<file path="config.mk">
export PLATFORM = sky130hd
export DESIGN_NAME = fir_decimate_out
export DESIGN_NICKNAME = d
export VERILOG_FILES = /design/src/rtl/fir_decimate_out.sv
export SDC_FILE = /design/constraint.sdc
export NUM_CORES = 1
export LEC_CHECK = 0
export BUFFER_PORTS_ARGS = -buffer_cell sky130_fd_sc_hd__buf_2
export CORE_MARGIN = 4
export CORE_UTILIZATION = 57
export DETAILED_ROUTE_END_ITERATION = 7
export PLACE_DENSITY = 0.78
export SLEW_MARGIN = 10
export SYNTH_ARGS = -nofsm -noshare
export SYNTH_HDL_FRONTEND = slang
export SYNTH_SLANG_ARGS = --single-unit
</file>
<file path="constraint.sdc">
create_clock -name clk_in -period 3.2 [get_ports clk_in]
set_input_delay 0.16 -clock clk_in [delete_from_list [all_inputs] [get_ports clk_in]]
set_output_delay 0.16 -clock clk_in [all_outputs]
set_load 0.01 [all_outputs]
</file>
<file path="src/rtl/fir_decimate_out.sv">
// Decimating output stage for a 31-tap FIR: rounds/saturates the filter result to 8 bits,
// keeps every DECIM-th sample and queues it in a small show-ahead FIFO.
module fir_decimate_out #(
  parameter int unsigned DECIM = 8,
  parameter int unsigned DEPTH = 4
) (
  input  logic                     clk_in,
  input  logic                     rst_in,
  input  logic                     ready_in,
  input  logic [17:0]              y_in,
  output logic [7:0]               sample_out,
  output logic                     valid_out,
  input  logic                     ready_out_in,
  output logic [$clog2(DEPTH):0]   count_out,
  output logic                     overflow_out
);

  localparam int unsigned AW = $clog2(DEPTH);
  localparam int unsigned CW = AW + 1;
  localparam int unsigned PW = (DECIM > 1) ? $clog2(DECIM) : 1;

  logic [PW-1:0] phase;
  logic [AW-1:0] wr_ptr;
  logic [AW-1:0] rd_ptr;
  logic [7:0]    mem [DEPTH];

  logic signed [18:0] biased_c;
  logic signed [8:0]  shifted_c;
  logic [7:0]         conv_c;
  logic               push_c;
  logic               pop_c;
  logic               full_c;
  logic               wr_c;
  logic [AW-1:0]      rd_next_c;
  logic [AW-1:0]      wr_next_c;
  logic [CW-1:0]      count_next_c;
  logic [CW-1:0]      after_pop_c;
  logic [PW-1:0]      phase_next_c;
  logic [7:0]         head_next_c;

  // Round half toward +inf via the +512 bias, then clamp to the signed 8-bit range.
  always_comb begin
    biased_c  = $signed({y_in[17], y_in}) + 19'sd512;
    shifted_c = 9'(biased_c >>> 10);
    if (shifted_c > 9'sd127)       conv_c = 8'h7F;
    else if (shifted_c < -9'sd128) conv_c = 8'h80;
    else                           conv_c = shifted_c[7:0];
  end

  always_comb begin
    push_c       = ready_in && (phase == '0);
    pop_c        = valid_out && ready_out_in;
    full_c       = (count_out == CW'(DEPTH));
    // A full FIFO only accepts a push when a pop frees a slot in the same cycle.
    wr_c         = push_c && (!full_c || pop_c);
    rd_next_c    = pop_c ? rd_ptr + AW'(1) : rd_ptr;
    wr_next_c    = wr_c ? wr_ptr + AW'(1) : wr_ptr;
    after_pop_c  = count_out - CW'(pop_c);
    count_next_c = after_pop_c + CW'(wr_c);
    phase_next_c = phase;
    if (ready_in) phase_next_c = (phase == PW'(DECIM - 1)) ? '0 : phase + PW'(1);
    // Registered head: a write into an otherwise empty FIFO bypasses the memory.
    head_next_c = sample_out;
    if (wr_c && (after_pop_c == '0)) head_next_c = conv_c;
    else if (count_next_c != '0)     head_next_c = mem[rd_next_c];
  end

  always_ff @(posedge clk_in) begin
    if (rst_in) begin
      phase        <= '0;
      wr_ptr       <= '0;
      rd_ptr       <= '0;
      count_out    <= '0;
      valid_out    <= 1'b0;
      sample_out   <= '0;
      overflow_out <= 1'b0;
    end else begin
      phase        <= phase_next_c;
      wr_ptr       <= wr_next_c;
      rd_ptr       <= rd_next_c;
      count_out    <= count_next_c;
      valid_out    <= (count_next_c != '0);
      sample_out   <= head_next_c;
      if (push_c && full_c && !pop_c) overflow_out <= 1'b1;
    end
  end

  always_ff @(posedge clk_in) begin
    if (!rst_in && wr_c) mem[wr_ptr] <= conv_c;
  end

endmodule

</file>
==> impl_results.rst <==
.. list-table::
   :header-rows: 1

   * - Metric
     - Value
   * - Result of the run
     - complete, no violations
   * - Global placer's final weighted congestion
     - 0.827
   * - Aggregate routed wire length
     - 5850 µm
   * - Worst setup path startpoint
     - phase[0]
   * - Number of antenna repair diodes
     - 0
   * - Number of flops mapped to enable cells by yosys
     - 32
   * - Largest net degree at the start of global routing
     - 35
   * - Hold bufs inserted after CTS
     - 0
   * - Final hold slack
     - 158 ps
   * - Cell at the slowest stage of the critical path
     - sky130_fd_sc_hd__nor3_4
   * - Worst reg2reg startpoint
     - phase[0]
   * - Post-Place Cell Area
     - 0.00288 mm²
   * - Maximum vdd drop
     - 328 µV
   * - Max-Slew Margin vs Limit
     - approximately 30%
   * - Synthesized instance count
     - 255
   * - Proportion of layout cells with a drive suffix above 1
     - 18.8%
   * - Overall routing resource usage
     - about a fifth
   * - Cell with the most instances on the worst path
     - sky130_fd_sc_hd__ha_1
   * - # H-tree levels
     - 2
   * - Number of optimization iterations in the first detailed-route pass
     - 4
   * - Worst flop-to-flop path endpoint
     - sample_out[7]
   * - Minimum period implied by the final worst setup slack
     - 2630 ps
   * - Fin nets
     - 309
   * - Post-synth design cell area
     - 0.00274 mm²
   * - Min-Delay Path Class
     - primary input to flip-flop
   * - # setup viols final
     - 0
   * - Die Y
     - 77.4 µm
   * - Max-slew violations
     - 0
   * - Post-CTS setup buffer count
     - 0
   * - P_leak
     - 1.14 nW
   * - Clock Tree Root
     - sky130_fd_sc_hd__clkbuf_8
   * - Horiz. Die Dim
     - 77.4 µm
   * - Clock slew at reported path FFs
     - 90 ps
   * - Largest fanout on the critical path
     - 14
   * - Count of vias placed by the detailed router
     - 2130
   * - RSZ-0062 raised after global routing
     - false
   * - List of cells traversed by the critical path
     - inv_1 > ha_1 > nand3b_1 > a31oi_2 > ha_1 > ha_1 > xor3_1 > nor3_4 > a21oi_1 > a221o_1 > o211a_1
   * - Minimum setup slack in the final design
     - 571 ps
   * - Number of buffers created by CTS
     - 5
   * - Cell with the most instances after synthesis
     - sky130_fd_sc_hd__edfxtp_1
   * - Core footprint
     - 0.00450 mm²
   * - Initial standard-cell utilization of the core
     - 60.9%
   * - Crit Path Category
     - flip-flop to flip-flop
   * - Area contributors post-synth
     - sky130_fd_sc_hd__edfxtp_1 (35%), sky130_fd_sc_hd__dfxtp_1 (15%), sky130_fd_sc_hd__ha_1 (5.5%)
   * - Num ports
     - 35
   * - Sum of buffers and inverters on the critical path
     - 1
   * - Grt ovf
     - 0
   * - Count of warnings emitted by yosys
     - 0
   * - Layout Cells excl Fill
     - 328
   * - Setup slack at placement
     - 594 ps
   * - Instance count on the critical path
     - 11
   * - Pwr per Cell Area
     - 745 mW/mm²
   * - Peak clock frequency supported by timing
     - about 0.38 GHz
   * - Clock tree from TritonCTS
     - built
   * - Fraction of the cycle the final worst path needs
     - 82.2%
   * - Post-synthesis cell type with the largest combined area
     - sky130_fd_sc_hd__edfxtp_1
   * - Area growth syn-to-layout
     - 8.16%
   * - Count of unique library cells instantiated by Yosys
     - 47
   * - Category of the worst setup path launch point
     - flip-flop
   * - Portion of synthesized cell area occupied by the leading cell type
     - a little over a third
   * - Sequential element share of the synthesized area
     - 49.6%
   * - First-pass GRT wire length
     - around 10000 µm
   * - Data arrival time of the critical path
     - between 2000 and 3000 ps
   * - Number of endpoints with negative hold slack in the final report
     - 0
   * - # clock sinks
     - 52
   * - Detail Placement HPWL
     - approximately 4100 µm
   * - Most used DFF post-synth
     - sky130_fd_sc_hd__edfxtp_1
   * - Count of input and output buffers
     - 25
   * - Number of buffers on the longest clock path
     - 2
   * - Average footprint of a synthesized cell
     - 10.8 µm²
   * - Vias per std cell
     - 6.49
   * - Post-synthesis net count
     - 289
   * - Worst setup slack for register-to-register paths
     - 570 ps
   * - Fraction of synthesis flops using an asynchronous set or reset pin
     - 0%
   * - Clock latency reported for the late side of the worst-skew pair
     - 300 ps
   * - Count of cells along the worst register-to-register path
     - 11
   * - Total Die Area
     - 0.00599 mm²
   * - Count of placed standard cells including taps
     - 320
   * - Final core area utilization
     - 65.9%
   * - Routed wirelength normalized by instance count
     - 17.8 µm
   * - Setup TNS Final
     - 0 ps
   * - Post-route cell area
     - between 0.002 and 0.003 mm²
   * - Post-detailed-route DRC marker count
     - 0
   * - Nature of the critical path endpoint
     - flip-flop
   * - Antenna violations before repair
     - 0
   * - Register bit total from synthesis
     - 52
   * - Fin Clk Skew
     - 2.61 ps
   * - Final total power
     - 2.21 mW
   * - Crit path capture
     - sample_out[7]
   * - Worst slew pin tran
     - 1050 ps
   * - Cell family contributing the most delay on the critical path
     - compound AO/OA/AOI/OAI gates
   * - Delay contributed by the slowest stage of the critical path
     - 480 ps
   * - Std-Cell Rows
     - 24
   * - Leading cell types by count after synthesis
     - sky130_fd_sc_hd__edfxtp_1 (32), sky130_fd_sc_hd__a21oi_1 (20), sky130_fd_sc_hd__dfxtp_1 (20)
   * - Detail Route Antenna Nets
     - 0
   * - Total of cells resized after clock tree synthesis
     - 0
   * - Required @ worst endpoint
     - roughly 3400 ps
   * - Initial DRC count
     - 196
   * - Max-cap violations
     - 0
   * - Via count of the first global-routing pass
     - 2064
## routing by layer
metal	share of wire (%)	up-vias	track usage (%)
met3	7.8	13	5.21
met4	1.5	0	8.01
met2	48	76	34.4
li1	-	1018	-
met5	0	-	0
met1	43	1023	26.9
## how the worst min path moves through the flow
stage / from / endpoint / slack, ps / depth (start not counted)
2_1_floorplan: ready_in / phase[2] / 310 / 2
3_3_place_gp: ready_in / phase[2] / 460 / 3
6_report: ready_in / phase[2] / 160 / 3
4_1_cts: ready_in / phase[2] / 160 / 3
5_1_grt: ready_in / phase[2] / 150 / 3
3_5_place_dp: ready_in / phase[2] / 470 / 3
## state kept, by name (all words and copies together), names as in the netlist
name          count
sample_out        8
overflow_out      1
wr_ptr            2
mem              32
count_out         3
phase             3
rd_ptr            2
valid_out         1
## logic make-up after synthesis
kind of cell | Yosys count | share of synthesized area (%)
and+or+nand+nor | 74 | 15.6
xor gates and xnor gates | 5 | 2.14
DFF | 52 | 49.6
AOI/OAI and AO/OA | 72 | 18.0
buffers and inverters | 30 | 5.15
muxes | 10 | 4.01
adders and majority gates | 12 | 5.47
## cell type report
class	count	area [µm²]
clock buffer	6	72.6
tap	52	65.1
multi-input combinational	173	1240
timing repair buffer	31	170
fill	367	1540
sequential	52	1360
clock inverter	2	12.5
inverter	12	45.0
## tightest hold or removal path, cell delays in order
cell	delay (ps)
sky130_fd_sc_hd__buf_2	120
sky130_fd_sc_hd__mux2i_1	80
sky130_fd_sc_hd__nor2_1	70
## power breakdown
group	switching [mW]	internal (mW)	leakage (nW)
sequential	0.0905	0.811	0.454
clock	0.208	0.153	0.0412
combinational	0.533	0.414	0.641
total	0.831	1.38	1.14
## layout by cell type (no fill, tap or decap), types with 2 or more instances in the layout
master / instances
sky130_fd_sc_hd__buf_2: 25
sky130_fd_sc_hd__inv_1: 11
sky130_fd_sc_hd__nand2_1: 8
sky130_fd_sc_hd__edfxtp_1: 32
sky130_fd_sc_hd__o21ai_0: 10
sky130_fd_sc_hd__clkbuf_8: 5
sky130_fd_sc_hd__o22ai_1: 7
sky130_fd_sc_hd__a21oi_1: 20
sky130_fd_sc_hd__o31a_1: 2
sky130_fd_sc_hd__buf_4: 6
sky130_fd_sc_hd__and3_1: 7
sky130_fd_sc_hd__o31ai_1: 8
sky130_fd_sc_hd__nand3b_1: 2
sky130_fd_sc_hd__nand4b_1: 8
sky130_fd_sc_hd__o211ai_1: 2
sky130_fd_sc_hd__mux2_2: 8
sky130_fd_sc_hd__o221ai_1: 8
sky130_fd_sc_hd__and4_1: 4
sky130_fd_sc_hd__nor2b_1: 3
sky130_fd_sc_hd__a221oi_1: 6
sky130_fd_sc_hd__nor2_1: 19
sky130_fd_sc_hd__nand3_1: 4
sky130_fd_sc_hd__mux2i_1: 2
sky130_fd_sc_hd__and2_1: 2
sky130_fd_sc_hd__dfxtp_1: 20
sky130_fd_sc_hd__o211a_1: 2
sky130_fd_sc_hd__ha_1: 12
sky130_fd_sc_hd__nand4_1: 2
sky130_fd_sc_hd__nor3_1: 9
sky130_fd_sc_hd__xnor2_1: 3
Note: power is estimated with default switching activity, not from simulation.
